File: src/rtl/latch_bank_write_scheduler_pkg.sv
`default_nettype none
// ----------------------------------------------------------------------------
// latch_sched_pkg : scheduler state type, default sizes, latch-enable decode
// Rev 1.0
// ----------------------------------------------------------------------------
package latch_sched_pkg;

  typedef enum logic [1:0] {
    IDLE   = 2'd0,
    SETUP  = 2'd1,
    STROBE = 2'd2,
    HOLD   = 2'd3
  } sched_state_t;

  localparam int DEF_N_REQ  = 4;
  localparam int DEF_DEPTH  = 4;
  localparam int DEF_DATA_W = 8;

  function automatic logic addr_in_range(input int addr, input int depth);
    return addr < depth;
  endfunction

  // One bit of the one-hot latch enable; an out-of-range address enables nothing.
  function automatic logic latch_en_bit(input int addr, input int idx, input int depth);
    return addr_in_range(addr, depth) && (addr == idx);
  endfunction

endpackage
`default_nettype wire

File: src/rtl/latch_bank_write_scheduler_rr_arbiter.sv
`default_nettype none
// ----------------------------------------------------------------------------
// rr_arbiter : combinational round-robin pick, search starts just after ptr
// Rev 1.0
// ----------------------------------------------------------------------------
module rr_arbiter
  import latch_sched_pkg::*;
#(
  parameter int N_REQ = DEF_N_REQ
) (
  input  logic [N_REQ-1:0]         req,
  input  logic [N_REQ-1:0]         mask,
  input  logic [$clog2(N_REQ)-1:0] ptr,
  output logic                     gnt_valid,
  output logic [$clog2(N_REQ)-1:0] gnt_idx
);

  localparam int IW = $clog2(N_REQ);

  logic [N_REQ-1:0] eligible;
  logic [IW-1:0]    cand;

  assign eligible = req & ~mask;

  // Walk from the farthest slot to the nearest so the nearest eligible one wins.
  always_comb begin
    gnt_valid = 1'b0;
    gnt_idx   = '0;
    cand      = '0;
    for (int k = N_REQ; k >= 1; k--) begin
      cand = IW'((int'(ptr) + k) % N_REQ);
      if (eligible[cand]) begin
        gnt_valid = 1'b1;
        gnt_idx   = cand;
      end
    end
  end

endmodule
`default_nettype wire

File: src/rtl/latch_bank_write_scheduler.sv
`default_nettype none
// ----------------------------------------------------------------------------
// latch_bank_write_scheduler : shares a latch bank between writers, setup/strobe/hold
// Rev 1.0
// ----------------------------------------------------------------------------
module latch_bank_write_scheduler
  import latch_sched_pkg::*;
#(
  parameter  int N_REQ  = DEF_N_REQ,
  parameter  int DEPTH  = DEF_DEPTH,
  parameter  int DATA_W = DEF_DATA_W,
  localparam int AW     = $clog2(DEPTH),
  localparam int IW     = $clog2(N_REQ)
) (
  input  logic                    clk,
  input  logic                    rst,
  input  logic [N_REQ-1:0]        req_valid,
  input  logic [N_REQ*AW-1:0]     req_addr,
  input  logic [N_REQ*DATA_W-1:0] req_data,
  output logic [N_REQ-1:0]        req_ready,
  output logic                    req_err,
  output logic [DEPTH-1:0]        st_en,
  output logic [DATA_W-1:0]       st_d,
  output logic                    busy,
  output logic [IW-1:0]           last_grant
);

  sched_state_t      state;
  logic [AW-1:0]     cap_addr;
  logic [N_REQ-1:0]  hold_mask;
  logic              gnt_valid;
  logic [IW-1:0]     gnt_idx;
  logic [AW-1:0]     sel_addr;
  logic [DATA_W-1:0] sel_data;
  logic [DEPTH-1:0]  en_dec;
  logic              cap_oor;

  // The requester finishing in HOLD still shows its old valid; keep it out of the pick.
  always_comb begin
    hold_mask = '0;
    if (state == HOLD) begin
      hold_mask[last_grant] = 1'b1;
    end
  end

  rr_arbiter #(
    .N_REQ(N_REQ)
  ) u_arb (
    .req      (req_valid),
    .mask     (hold_mask),
    .ptr      (last_grant),
    .gnt_valid(gnt_valid),
    .gnt_idx  (gnt_idx)
  );

  always_comb begin
    sel_addr = '0;
    sel_data = '0;
    for (int i = 0; i < N_REQ; i++) begin
      if (gnt_idx == IW'(i)) begin
        sel_addr = req_addr[i*AW +: AW];
        sel_data = req_data[i*DATA_W +: DATA_W];
      end
    end
  end

  always_comb begin
    en_dec = '0;
    for (int j = 0; j < DEPTH; j++) begin
      en_dec[j] = latch_en_bit(int'(cap_addr), j, DEPTH);
    end
  end

  assign cap_oor = !addr_in_range(int'(cap_addr), DEPTH);

  // st_d doubles as the captured data register: it only moves on a grant.
  always_ff @(posedge clk) begin
    if (rst) begin
      state      <= IDLE;
      cap_addr   <= '0;
      st_d       <= '0;
      st_en      <= '0;
      req_ready  <= '0;
      req_err    <= 1'b0;
      busy       <= 1'b0;
      last_grant <= IW'(N_REQ - 1);
    end else begin
      st_en     <= '0;
      req_ready <= '0;
      req_err   <= 1'b0;
      case (state)
        IDLE, HOLD: begin
          if (gnt_valid) begin
            state      <= SETUP;
            busy       <= 1'b1;
            last_grant <= gnt_idx;
            cap_addr   <= sel_addr;
            st_d       <= sel_data;
          end else begin
            state <= IDLE;
            busy  <= 1'b0;
          end
        end
        SETUP: begin
          state <= STROBE;
          st_en <= en_dec;
        end
        STROBE: begin
          state                 <= HOLD;
          req_ready[last_grant] <= 1'b1;
          req_err               <= cap_oor;
        end
        default: begin
          state <= IDLE;
          busy  <= 1'b0;
        end
      endcase
    end
  end

endmodule
`default_nettype wire
File: config.mk
export PLATFORM = sky130hd
export DESIGN_NAME = latch_bank_write_scheduler
export DESIGN_NICKNAME = d
export VERILOG_FILES = /design/src/rtl/latch_bank_write_scheduler_pkg.sv /design/src/rtl/latch_bank_write_scheduler_rr_arbiter.sv /design/src/rtl/latch_bank_write_scheduler.sv
export SDC_FILE = /design/constraint.sdc
export NUM_CORES = 1
export LEC_CHECK = 0
export CAP_MARGIN = 20
export CORE_UTILIZATION = 30
export CTS_BUF_LIST = sky130_fd_sc_hd__clkbuf_4 sky130_fd_sc_hd__clkbuf_8
export CTS_CLUSTER_DIAMETER = 80
export DETAILED_ROUTE_END_ITERATION = 8
export HOLD_SLACK_MARGIN = 0.1
export PLACE_DENSITY_LB_ADDON = 0.2
export SKIP_LAST_GASP = 1
export SYNTH_ARGS = -nofsm -noshare
export SYNTH_HDL_FRONTEND = slang
export SYNTH_SLANG_ARGS = --single-unit
File: constraint.sdc
create_clock -name clk -period 8.3 [get_ports clk]
set_input_delay 2.075 -clock clk [delete_from_list [all_inputs] [get_ports clk]]
set_output_delay 2.075 -clock clk [all_outputs]
set_load 0.01 [all_outputs]
=== Yosys cells after proc, flatten, opt, wreduce, memory -nomap -nowiden ===
Cells that the tools add are included.

* Register bits after elaboration: 23
* Bits in latches: 0
* RAM bits: 0
* Bits in read-only memories: 0
* Input port bits: 46
* Output and inout port bits: 20
* Word-level logic and storage cells: 68
* Memories kept: 0

* Add/sub/neg operators: 4
* $mul: 0
* Divide/modulo/power cells: 0
* Magnitude comparators: 6
* Equality and inequality tests: 9
* Shifts and indexed selects: 0
* Multiplexer cells: 30
* Bitwise gates (word level): 4
* Reductions and logical operators: 8

{| class="wikitable"
|+ Operator list
! kind !! number
|-
| 8-bit two-way mux || 4
|-
| 2-bit two-way mux || 8
|-
| 2-bit by 3-bit < comparator with 1-bit output (second input constant) || 5
|-
| 2-bit equality test (second input constant) || 6
|-
| 1-bit two-way mux || 11
|-
| 1-bit binary-select mux with 2-bit select || 4
|-
| 2-bit by 1-bit equality test with 1-bit output (second input constant) || 3
|-
| 2-bit logical NOT || 3
|-
| 2-bit one-hot mux with 3 select lines || 1
|-
| 2-bit OR reduction || 3
|-
| 2-bit by 1-bit adder with 2-bit output (second input constant) || 2
|-
| 2-bit adder (second input constant) || 2
|-
| 4-bit AND || 1
|-
| 4-bit two-way mux || 1
|-
| 4-bit NOT || 1
|-
| 1-bit demux with 2-bit select || 1
|-
| 2-bit by 1-bit greater-or-equal comparator with 1-bit output (second input constant) || 1
|-
| 1-bit NOT || 2
|-
| 2-bit AND reduction || 1
|-
| 1-bit logical AND || 1
|}

=== Depth between registers and ports, before layout ===
* Depth in word-level cells: 18
* Mapped depth: 13
* Mapped depth without buffers: 8

=== Hierarchy ===
A second synthesis with hierarchy kept.

* Cells, all modules: 121
* Area, all modules: 1217.4 um^2

{| class="wikitable"
|+ Modules (own cells, without submodules)
! module !! times used !! cells each !! area an instance (um^2) !! seq. area each (um^2)
|-
| latch_bank_write_scheduler || 1 || 103 || 1093.5 || 460.4
|-
| rr_arbiter || 1 || 18 || 123.9 || 0.0
|}

=== Least setup slack after synthesis ===
Ideal clock, no wire load.

* Path kind: input port to flip-flop
* Start: input req_valid[1]
* End: register cap_addr[0]
* Arrival time: 3.755 ns
* Data required time: 8.178 ns
* Slack: 4.423 ns
* Stages: 8
* Path buffers: 2
* Cells stage by stage: a21bo_2 > mux4_2 > and2_4 > buf_6 > buf_6 > nor3_1 > o22ai_1 > a221o_1

* Word-level cells in the longest chain between the ends: 12
* Elaborated cells between the ends (all ways): 26
* Classes of those cells: eq/ne (3); mux (20); bitwise (1); reduce/logical (2)

{| class="wikitable"
|+ RTL lines
! item !! line !! RTL
|-
| start: declaration || latch_bank_write_scheduler.sv:17 || <nowiki>input logic [N_REQ-1:0] req_valid,</nowiki>
|-
| 4-bit AND (*) || latch_bank_write_scheduler_rr_arbiter.sv:23 || <nowiki>assign eligible = req & ~mask;</nowiki>
|-
| 1-bit binary-select mux with 2-bit select || latch_bank_write_scheduler_rr_arbiter.sv:32 || <nowiki>if (eligible[cand]) begin</nowiki>
|-
| 1-bit two-way mux (implied by the code) || latch_bank_write_scheduler_rr_arbiter.sv:32 ||
|-
| 2-bit two-way mux (4 in series) || latch_bank_write_scheduler_rr_arbiter.sv:32 ||
|-
| 2-bit logical NOT || latch_bank_write_scheduler.sv:60 || <nowiki>if (gnt_idx == IW'(i)) begin</nowiki>
|-
| 2-bit two-way mux (4 in series) || latch_bank_write_scheduler.sv:60 ||
|-
| end signal: assignment || latch_bank_write_scheduler.sv:97 || <nowiki>cap_addr <= sel_addr;</nowiki>
|-
| end: declaration || latch_bank_write_scheduler.sv:29 || <nowiki>logic [AW-1:0] cap_addr;</nowiki>
|}

Mark *: on every way between the ends. The rest lies on a longest branch, timed or not. The select of a mux whose other input is x is not followed.
A chain may end at the register's enable or synchronous reset.

=== Worst setup path after layout ===
* Start: input req_valid[0]
* End: register st_d[0]

* Word-level cells in the longest chain between the ends: 12
* Elaborated cells between the ends (all ways): 26
* Classes of those cells: eq/ne (3); mux (20); bitwise (1); reduce/logical (2)

{| class="wikitable"
|+ RTL lines
! item !! line !! RTL
|-
| 4-bit AND (*) || latch_bank_write_scheduler_rr_arbiter.sv:23 ||
|-
| 1-bit binary-select mux with 2-bit select || latch_bank_write_scheduler_rr_arbiter.sv:32 ||
|-
| 1-bit two-way mux (implied by the code) || latch_bank_write_scheduler_rr_arbiter.sv:32 ||
|-
| 2-bit two-way mux (4 in series) || latch_bank_write_scheduler_rr_arbiter.sv:32 ||
|-
| 2-bit logical NOT || latch_bank_write_scheduler.sv:60 ||
|-
| 8-bit two-way mux (4 in series) || latch_bank_write_scheduler.sv:60 ||
|-
| end signal: assignment || latch_bank_write_scheduler.sv:98 || <nowiki>st_d <= sel_data;</nowiki>
|-
| end: declaration || latch_bank_write_scheduler.sv:23 || <nowiki>output logic [DATA_W-1:0] st_d,</nowiki>
|}

Marks and branches as above.

==> reports/qor.yml <==
initial_core_util_pct: 31.0
r2r_start: "last_grant[0]"
yosysMostFrequentCell: "dfxtp_1"
netlist_top_cells_count: "23 x dfxtp_1, 19 x mux2i_1, 13 x clkbuf_1, 11 x nand3_1, 10 x nand2_1"
grt_pass1_vias: 2174
synth_top_area_cell: "dfxtp_1"
cts_setup_buffers: 0
htreeDepth: 1
syn_area_per_cell_um2: 8.92
dieArea_um2: 7360
die_y_um: 85.8
dr.pass1.iters: 5
setup_violations: 0
ios: 66
cts_max_path_buffers: 2
hp-start: "busy"
worstPathArrival_ps: 5020
synth.distinct_cells: 54
syn_inst: 236
synth_area_leaders: "dfxtp_1 22%, mux2i_1 9.0%, a2111o_1 4.3%"
cts.repair.resized: 0
place_ws_ps: 3270
fmax_mhz: 208
hp-class: "reg -> reg"
ant_nets: 0
grt_pass1_wl_um: 10700
grt_max_degree: 49
final.period_utilization_pct: 57.8
synth_sequential_area_ratio_pct: 21.9
max_cap_viol_count: 0
min_to: "busy"
die_x_um: 85.8
worstSetupPathType: "in -> reg"
cts.hold.buffers_added: 0
hold_viol_final: 0
rsz0062_at_grt: "false"
cp_max_fo: 21
drive_above_1_share_pct: 6.69
yosysTopAreaCellShare_pct: 21.9
area_delta_synth_final_pct: 33.5
antenna_found_initial: 0
slew_headroom_pct: 28.2
nets: 338
dp_hpwl_um: 4600
async_flop_share_pct: 0
rrSetupSlack_ps: 4840
core_um2: 6790
total_power_uw: 842
grt-ovfl-total: 0
synth_nets: 289
finalWorstSetupSlack_ps: 3500
vdd_drop_max_mv: 0.119
p_leak_nw: 1.05
ys.flop_type: "dfxtp_1"
drc: 0
startpoint_type: "input pin"
gp_congestion: 0.827
regToRegEndpoint: "st_d[0]"
root_buffer: "clkbuf_8"
hold_path_depth: 2
cts.sinks: 23
reg2reg_depth: 8
ys_warn_count: 0
diodes: 0
syn_area_um2: 2110
worstSetupEndpointType: "flop"
tns_ps: 0
ys_ff_latch: 23
crit_required_ps: 8520
wl_per_cell_um: 17.2
power_density_nw_per_um2: 300
status: "completed"
min_period_ps: 4800
drt_iter0_drc: 224
vias: 2249
path_clk_slew_ps: 100
worst_pin_slew_ps: 1070
cts_buffers: 3
cts_tree: "built"
port_buffers: 64
routed_wl_um: 6530
skew_ps: 15.2
grt_usage_pct: 18.4
row_count: 30
synth_edf_count: 0
maxSlewViolCount: 0
via_per_inst: 5.92
fin_util_pct: 41.4
clk_latency_ps: 280
through the flow:
stage	hold slack, ps	cells	cell area, µm²
after floorplan	434	236	2110
after global placement	462	376	2760
after detailed placement	463	376	2760
after CTS	484	380	2810
after global routing	507	380	2810
final	477	380	2810
cells by family (layout without fill, tap and decap cells):
family | count (synthesis) | in the layout | share of synthesized area, %
AOI/OAI and AO/OA | 100 | 100 | 40.7
adders and majority gates | 7 | 7 | 4.16
buffers and inverters | 29 | 77 | 7.31
DFF | 23 | 23 | 21.9
muxes | 23 | 23 | 12.9
other | 1 | 1 | 0.178
and+or+nand+nor | 53 | 53 | 12.9
registers in the layout, summed over array words and instances (netlist names):
register,count
st_d,8
last_grant,2
st_en,4
cap_addr,2
busy,1
req_ready,4
state,2
routing by layer:
layer / routed length, µm / part of all wire (%) / GRT usage, % / vias up
met4: 41 / 0.63 / 5.15 / 0
met3: 389 / 6.0 / 2.41 / 2
li1: - / - / - / 1074
met5: 0 / 0 / 0 / -
met1: 3030 / 46 / 24.8 / 1094
met2: 3070 / 47 / 30.7 / 79
layout by cell type (no fill, tap or decap), types with 5 or more instances in the layout:
cell,n
nand3_1,11
dfxtp_1,22
mux2i_1,19
a2111o_1,8
a32o_1,5
a41oi_1,5
o311ai_0,5
a32oi_1,5
ha_1,7
clkdlybuf4s50_1,64
o221ai_1,8
a221o_1,8
nand4_1,6
o21ai_1,6
o2111ai_1,5
o211a_1,5
nor2_1,9
nand2_1,10
worst max path at each step:
| stage | startpoint | endpoint | slack [ps] |
|---|---|---|---|
| after floorplan | req_valid[1] | cap_addr[0] | 4420 |
| after global placement | req_valid[0] | cap_addr[0] | 3310 |
| after detailed placement | req_valid[0] | st_d[0] | 3270 |
| after CTS | req_valid[0] | st_d[0] | 3600 |
| after global routing | req_valid[0] | st_d[4] | 3340 |
| final | req_valid[0] | st_d[0] | 3500 |
layout make-up:
class,count,area [µm²]
tap,96,120
sequential,23,462
timing repair buffer,68,671
fill,699,3980
inverter,5,18.8
clock buffer,4,48.8
multi-input combinational,184,1490
critical path, stage by stage:
cell,delay (ps)
clkdlybuf4s50_1,510
a21boi_1,330
mux4_2,330
a22o_1,790
o221ai_1,250
a2111oi_0,540
a221o_1,190
where the power goes:
group          internal, mW  total, mW  switching (mW)
Sequential            0.144      0.164          0.0202
Clock                0.0376     0.0784          0.0408
Combinational         0.250      0.599           0.349
Power figures use the tool's default switching activity.
